<file path="config.mk">
export PLATFORM = sky130hd
export DESIGN_NAME = scu_wb_resp_unit
export DESIGN_NICKNAME = d
export VERILOG_FILES = /design/src/rtl/scu_wb_resp_unit.sv
export SDC_FILE = /design/constraint.sdc
export NUM_CORES = 1
export LEC_CHECK = 0
export ABC_AREA = 1
export CORE_MARGIN = 8
export CORE_UTILIZATION = 30
export CTS_CLUSTER_SIZE = 20
export DETAILED_ROUTE_END_ITERATION = 8
export SLEW_MARGIN = 15
export SYNTH_ARGS = -nofsm -noshare
export SYNTH_HDL_FRONTEND = slang
export SYNTH_SLANG_ARGS = --single-unit
</file>
<file path="constraint.sdc">
create_clock -name clk -period 1.9 [get_ports clk]
set_input_delay 0.19 -clock clk [delete_from_list [all_inputs] [get_ports clk]]
set_output_delay 0.19 -clock clk [all_outputs]
set_load 0.05 [all_outputs]
</file>
<file path="src/rtl/scu_wb_resp_unit.sv">
// SCU responder for L1D evict/writeback requests: ack allocation, data capture, line write.
// Packets: req {id,rtype,addr}, resp {id,rtype}, data {rtype,id,line,data_valid}; id {cid,bid,pc_tid,scu_tid}.
module scu_wb_resp_unit #(
    parameter int N_WB_TID            = 4,
    parameter int ADDR_W              = 56,
    parameter int SCU_TID_W           = 2,
    parameter int CID_W               = 2,
    parameter int BID_W               = 2,
    parameter int PC_TID_W            = 4,
    parameter int RTYPE_W             = 4,
    parameter int DATA_BURST_NUM      = 2,
    parameter int DATA_LENGTH_PER_PKG = 64,
    localparam int ID_W   = CID_W + BID_W + PC_TID_W + SCU_TID_W,
    localparam int LINE_W = DATA_BURST_NUM * DATA_LENGTH_PER_PKG,
    localparam int REQ_W  = ID_W + RTYPE_W + ADDR_W,
    localparam int RESP_W = ID_W + RTYPE_W,
    localparam int DPKT_W = RTYPE_W + ID_W + LINE_W + DATA_BURST_NUM
) (
    input  logic                      clk,
    input  logic                      rst,
    input  logic                      pc_scu_evict_vld_i,
    input  logic [REQ_W-1:0]          pc_scu_evict_i,
    output logic                      pc_scu_evict_rdy_o,
    output logic                      scu_pc_resp_vld_o,
    output logic [RESP_W-1:0]         scu_pc_resp_o,
    input  logic                      scu_pc_resp_rdy_i,
    input  logic                      pc_scu_data_vld_i,
    input  logic [DPKT_W-1:0]         pc_scu_data_i,
    output logic                      pc_scu_data_rdy_o,
    output logic                      mem_wr_vld_o,
    output logic [ADDR_W-1:0]         mem_wr_addr_o,
    output logic [LINE_W-1:0]         mem_wr_data_o,
    output logic [DATA_BURST_NUM-1:0] mem_wr_strb_o,
    input  logic                      mem_wr_rdy_i,
    input  logic [ADDR_W-1:0]         lookup_addr_i,
    output logic                      lookup_hit_o,
    output logic                      wb_err_o
);

    localparam logic [RTYPE_W-1:0] RT_EVICT = RTYPE_W'(0);
    localparam logic [RTYPE_W-1:0] RT_WBF   = RTYPE_W'(1);
    localparam logic [RTYPE_W-1:0] RT_WBP   = RTYPE_W'(2);
    localparam logic [RTYPE_W-1:0] RT_ACK   = RTYPE_W'(3);
    localparam logic [RTYPE_W-1:0] RT_WBPD  = RTYPE_W'(5);

    typedef enum logic [1:0] {
        S_FREE,
        S_ACK,
        S_DATA,
        S_MEM
    } state_e;

    logic [ADDR_W-1:0]         req_addr;
    logic [RTYPE_W-1:0]        req_rtype;
    logic [CID_W-1:0]          req_cid;
    logic [BID_W-1:0]          req_bid;
    logic [PC_TID_W-1:0]       req_pctid;
    logic [SCU_TID_W-1:0]      req_stid;
    logic [RTYPE_W-1:0]        dat_rtype;
    logic [CID_W-1:0]          dat_cid;
    logic [BID_W-1:0]          dat_bid;
    logic [PC_TID_W-1:0]       dat_pctid;
    logic [SCU_TID_W-1:0]      dat_tid;
    logic [LINE_W-1:0]         dat_line;
    logic [DATA_BURST_NUM-1:0] dat_dv;
    logic [DATA_BURST_NUM-1:0] dat_strb;

    assign {req_cid, req_bid, req_pctid, req_stid, req_rtype, req_addr} = pc_scu_evict_i;
    assign {dat_rtype, dat_cid, dat_bid, dat_pctid, dat_tid, dat_line, dat_dv} = pc_scu_data_i;

    logic unused_fields;
    assign unused_fields = ^{req_stid, dat_cid, dat_bid, dat_pctid};

    state_e              state_q [N_WB_TID];
    state_e              state_d [N_WB_TID];
    logic [ADDR_W-1:0]   addr_q  [N_WB_TID];
    logic [CID_W-1:0]    cid_q   [N_WB_TID];
    logic [BID_W-1:0]    bid_q   [N_WB_TID];
    logic [PC_TID_W-1:0] pctid_q [N_WB_TID];
    logic [N_WB_TID-1:0] is_wb_q;

    logic                      buf_vld_q, buf_vld_d;
    logic [ADDR_W-1:0]         buf_addr_q;
    logic [LINE_W-1:0]         buf_data_q;
    logic [DATA_BURST_NUM-1:0] buf_strb_q;
    logic [SCU_TID_W-1:0]      buf_tid_q;
    logic                      err_q, err_d;

    logic                 any_free, any_ack, hit;
    logic [SCU_TID_W-1:0] free_idx, ack_idx;

    // Descending scan so the lowest matching index is the one left standing.
    always_comb begin
        any_free = 1'b0;
        free_idx = '0;
        any_ack  = 1'b0;
        ack_idx  = '0;
        hit      = 1'b0;
        for (int i = N_WB_TID - 1; i >= 0; i--) begin
            if (state_q[i] == S_FREE) begin
                any_free = 1'b1;
                free_idx = SCU_TID_W'(i);
            end
            if (state_q[i] == S_ACK) begin
                any_ack = 1'b1;
                ack_idx = SCU_TID_W'(i);
            end
            if (state_q[i] != S_FREE && addr_q[i] == lookup_addr_i) begin
                hit = 1'b1;
            end
        end
    end

    logic alloc_fire, req_legal, req_wb, ack_fire;
    logic data_fire, dat_tid_ok, data_hit, mem_fire;

    assign req_wb     = (req_rtype == RT_WBF) || (req_rtype == RT_WBP);
    assign req_legal  = req_wb || (req_rtype == RT_EVICT);
    assign alloc_fire = pc_scu_evict_vld_i & pc_scu_evict_rdy_o;
    assign ack_fire   = scu_pc_resp_vld_o & scu_pc_resp_rdy_i;
    assign data_fire  = pc_scu_data_vld_i & pc_scu_data_rdy_o;
    assign dat_tid_ok = int'(dat_tid) < N_WB_TID;
    assign data_hit   = dat_tid_ok && (state_q[dat_tid] == S_DATA);
    assign mem_fire   = mem_wr_vld_o & mem_wr_rdy_i;
    assign dat_strb   = (dat_rtype == RT_WBPD) ? dat_dv : '1;

    // Each event acts on an entry in a distinct state, so they never collide.
    always_comb begin
        state_d = state_q;
        err_d   = err_q;
        if (alloc_fire) begin
            if (req_legal) begin
                state_d[free_idx] = S_ACK;
            end else begin
                err_d = 1'b1;
            end
        end
        if (ack_fire) begin
            state_d[ack_idx] = is_wb_q[ack_idx] ? S_DATA : S_FREE;
        end
        if (data_fire) begin
            if (data_hit) begin
                state_d[dat_tid] = S_MEM;
            end else begin
                err_d = 1'b1;
            end
        end
        if (mem_fire) begin
            state_d[buf_tid_q] = S_FREE;
        end
    end

    assign buf_vld_d = (buf_vld_q & ~mem_fire) | (data_fire & data_hit);

    always_ff @(posedge clk or negedge rst) begin
        if (!rst) begin
            for (int i = 0; i < N_WB_TID; i++) begin
                state_q[i] <= S_FREE;
                addr_q[i]  <= '0;
                cid_q[i]   <= '0;
                bid_q[i]   <= '0;
                pctid_q[i] <= '0;
            end
            is_wb_q    <= '0;
            buf_vld_q  <= 1'b0;
            buf_addr_q <= '0;
            buf_data_q <= '0;
            buf_strb_q <= '0;
            buf_tid_q  <= '0;
            err_q      <= 1'b0;
        end else begin
            state_q   <= state_d;
            buf_vld_q <= buf_vld_d;
            err_q     <= err_d;
            if (alloc_fire && req_legal) begin
                addr_q[free_idx]  <= req_addr;
                cid_q[free_idx]   <= req_cid;
                bid_q[free_idx]   <= req_bid;
                pctid_q[free_idx] <= req_pctid;
                is_wb_q[free_idx] <= req_wb;
            end
            if (data_fire && data_hit) begin
                buf_addr_q <= addr_q[dat_tid];
                buf_data_q <= dat_line;
                buf_strb_q <= dat_strb;
                buf_tid_q  <= dat_tid;
            end
        end
    end

    assign pc_scu_evict_rdy_o = any_free;
    assign scu_pc_resp_vld_o  = any_ack;
    assign scu_pc_resp_o      = {cid_q[ack_idx], bid_q[ack_idx], pctid_q[ack_idx], ack_idx, RT_ACK};
    assign pc_scu_data_rdy_o  = ~buf_vld_q;
    assign mem_wr_vld_o       = buf_vld_q;
    assign mem_wr_addr_o      = buf_addr_q;
    assign mem_wr_data_o      = buf_data_q;
    assign mem_wr_strb_o      = buf_strb_q;
    assign lookup_hit_o       = hit;
    assign wb_err_o           = err_q;

endmodule

</file>
==> results.md <==
- Status: finished, violations left
- Violated checks: negative setup slack
- RSZ-0062 raised after global routing: yes
- NetSw: 0.0280 W
- Largest net degree at the start of global routing: 77
- Mapped Area: 0.0226 mm^2
- Top Usage Layer GRT: met2
- Skew-Pair Late Insertion Delay: 640 ps
- Slowest stage cell, crit path: dfrtp_1
- DRC: 0
- Syn-to-layout area delta: 54.3%
- Max transition margin: 0.567
- CP Cell Sequence: inv_1 -> nand2_1 -> o21ai_1 -> nor2_1 -> nand2_1 -> nor2_2 -> nand2_1 -> nor2_1 -> nand2_1 -> nand2_1 -> inv_1 -> nand2_4 -> buf_12
- Boundary Pins: 482
- Synthesized area per cell: 7.38 um^2
- Final nets: 4047
- Most frequent cells in the layout: nand2_1 (1024), o21ai_0 (469), dfrtp_1 (455)
- Yosys cell types: 30
- Fin Clk Skew: 35.8 ps
- Synth warnings: 0
- DRT Wirelength: 108000 um
- Cts bufs inserted: 57
- Via count: 23989
- Max Clk Rate: 0.412 GHz
- IO Port Bufs: 467
- GR Util met2: 0.385
- Worst Hold Class: primary input to async pin
- Clock Tree Root: clkbuf_16
- Power Dens Cells: 1730 mW/mm^2
- Max VDD drop: 1900 uV
- CP Capture Type: output pin
- Cell Rows: 100
- Setup WS post-layout: -530 ps
- R2r worst-path depth: 14
- Static leakage: 17.1 nW
- MaxCap Viol Count: 0
- Register area share after synthesis: 0.507
- Seq pwr share: 0.290
- Reg2reg start: state_q[2]
- Core ar.: 0.0746 mm^2
- RR Endpoint: mem_wr_data_o[9]
- CP Data Required Time: 1710 ps
- Iteration-0 DRC Markers: 2495
- Die W: 290 um
- Reg2reg setup slack: -330 ps
- CP Launch Type: flip-flop
- Vias per cell: 5.01
- First-pass GRT wire length: 154000 um
- CP most frequent cell: nand2_1
- Max clock buf depth: 3
- # setup viols final: 205
- GRT Util Overall: 0.238
- Setup TNS: -39970 ps
- Minimum clock period: 2430 ps
- Gate Count Post-Synth: 3062
- Crit-path max cell delay: 380 ps
- Dpl hpwl: 78000 um
- Post-Route Utilization: 0.468
- Commonest non-fill, non-tap cell in the layout: nand2_1
- Pint: 0.0323 W
- Initial antenna violation count: 11
- H-tree depth: 2
- Worst-margin pin slew: 649 ps
- Yosys reg bits: 458
- Grt met3 use: 0.0683
- Worst setup path category: flip-flop to output pin
- Die Y: 290 um
- CTS tree: yes
- GPL Wtd Cong: 1.06
- Drt pass-1 iters: 6
- Combinational group share of total power: 0.516
- Net Sw Frac: 0.464
- Vias in the first global route: 23218
- Filler cell count: 7312
- Worst-path clk slew: 60 ps
- Crit share post-route: 1.28
- Die area: 0.0844 mm^2
- Count of final max-slew check failures: 0
- GR Util met1: 0.304
- Starting Density: 0.303
- Antenna Nets Post-Route: 0
- Sink Count: 458
- Grt total ovfl: 0
- Layout cell share with drive strength beyond 1: 0.198
- Data arrival, critical path: 2240 ps
- Final Hold Vio Count: 0
- Clock power share: 0.194
- DR WL/cell: 22.6 um
- CP Max Fanout: 3
flip-flops by register name (all words and copies together) (netlist names), 4 cells and up:
name,flops
state_q,8
addr_q,224
mem_wr_data_o,128
pctid_q,16
bid_q,8
cid_q,8
is_wb_q,4
mem_wr_addr_o,56
cell usage after synthesis:
cell type | instances | area share
o31ai_1 | 1 | 0.00033
nor2_1 | 160 | 0.027
a21oi_1 | 8 | 0.0018
o21ai_0 | 610 | 0.14
clkbuf_2 | 1 | 0.00022
o21a_1 | 1 | 0.00033
buf_1 | 7 | 0.0012
buf_2 | 11 | 0.0024
nand4_1 | 8 | 0.0022
a22oi_1 | 16 | 0.0053
inv_2 | 2 | 0.00033
a211oi_2 | 1 | 0.00055
inv_1 | 324 | 0.054
xor2_1 | 5 | 0.0019
clkinv_1 | 4 | 0.00066
nand2_1 | 1186 | 0.20
conb_1 | 2 | 0.00033
clkbuf_1 | 111 | 0.018
o221ai_1 | 10 | 0.0039
o22ai_1 | 40 | 0.011
dfrtp_1 | 458 | 0.51
buf_4 | 14 | 0.0047
xnor2_1 | 27 | 0.010
nand2_2 | 2 | 0.00055
nand3_1 | 22 | 0.0049
buf_6 | 1 | 0.00050
o21ai_1 | 10 | 0.0022
nor2_4 | 1 | 0.00050
nor3_1 | 5 | 0.0011
o211ai_1 | 14 | 0.0047
through the flow:
stage               hold WS (ps)  area [um^2]  cells  setup slack, ps  power (W)
floorplan                   -106        22700   3064            -32.7     0.0324
global placement             118        30400   4600             -609     0.0450
detailed placement           113        30400   4600             -662     0.0454
CTS                         33.4        33200   4751             -520     0.0579
global route                53.1        34900   4787             -649     0.0634
finish                      66.3        34900   4792             -530     0.0602
repair_timing:
item	in CTS	in global routing
setup endpoints to repair	311	342
gates resized for setup	340	398
pin swaps	28	44
hold buffers	1	0
endpoints found under the hold margin	284	0
gates cloned	12	24
buffers inserted	37	27
power groups by stage:
stage / clock, W / sequential [W] / combinational, W
6_report: 0.0117 / 0.0175 / 0.0311
5_1_grt: 0.0123 / 0.0180 / 0.0332
4_1_cts: 0.0119 / 0.0173 / 0.0288
3_5_place_dp: 0 / 0.0174 / 0.0280
3_3_place_gp: 0 / 0.0173 / 0.0277
2_1_floorplan: 0 / 0.0226 / 0.00980
final cells by class:
| type | instances | area [um^2] | area share |
|---|---|---|---|
| clock inverters | 25 | 373 | 0.0107 |
| inverters | 330 | 1260 | 0.0362 |
| multi-input cells | 2132 | 10500 | 0.302 |
| flip-flops and latches | 458 | 11500 | 0.329 |
| well taps | 969 | 1210 | 0.0348 |
| repair buffers | 790 | 8350 | 0.239 |
| clock buffers | 81 | 1650 | 0.0473 |
| diodes | 5 | 12.5 | 0.000359 |
| repair inverters | 2 | 18.8 | 0.000538 |
logic make-up after synthesis:
family	count (synthesis)	synth area share
other	2	0.000332
AND/OR/NAND/NOR	1384	0.233
AO/OA/AOI/OAI	711	0.165
XOR/XNOR	32	0.0124
buffers and inverters	475	0.0822
flip-flops	458	0.507
worst max-delay path: cells and delay by family, from the launching register on:
kind	cells	cell delay, ps
compound gates	1	80
buf+inv	3	280
simple gates	9	860
flops	1	380
per-layer routing:
metal  vias up  routed length, um
met2      1190              49600
met5         -                 70
met1     11420              43400
li1      11130                  -
met4        12               4440
met3       237              10700
worst max path at each step:
stage	cells after the start	to	startpoint
after detailed placement	12	mem_wr_addr_o[51]	pc_scu_data_i[130]
final	13	lookup_hit_o	addr_q[0]
after global placement	12	mem_wr_addr_o[51]	pc_scu_data_i[130]
after global routing	13	lookup_hit_o	addr_q[212]
after CTS	10	scu_pc_resp_o[7]	state_q[0]
after floorplan	7	scu_pc_resp_o[10]	state_q[2]
Power figures use the tool's default switching activity.
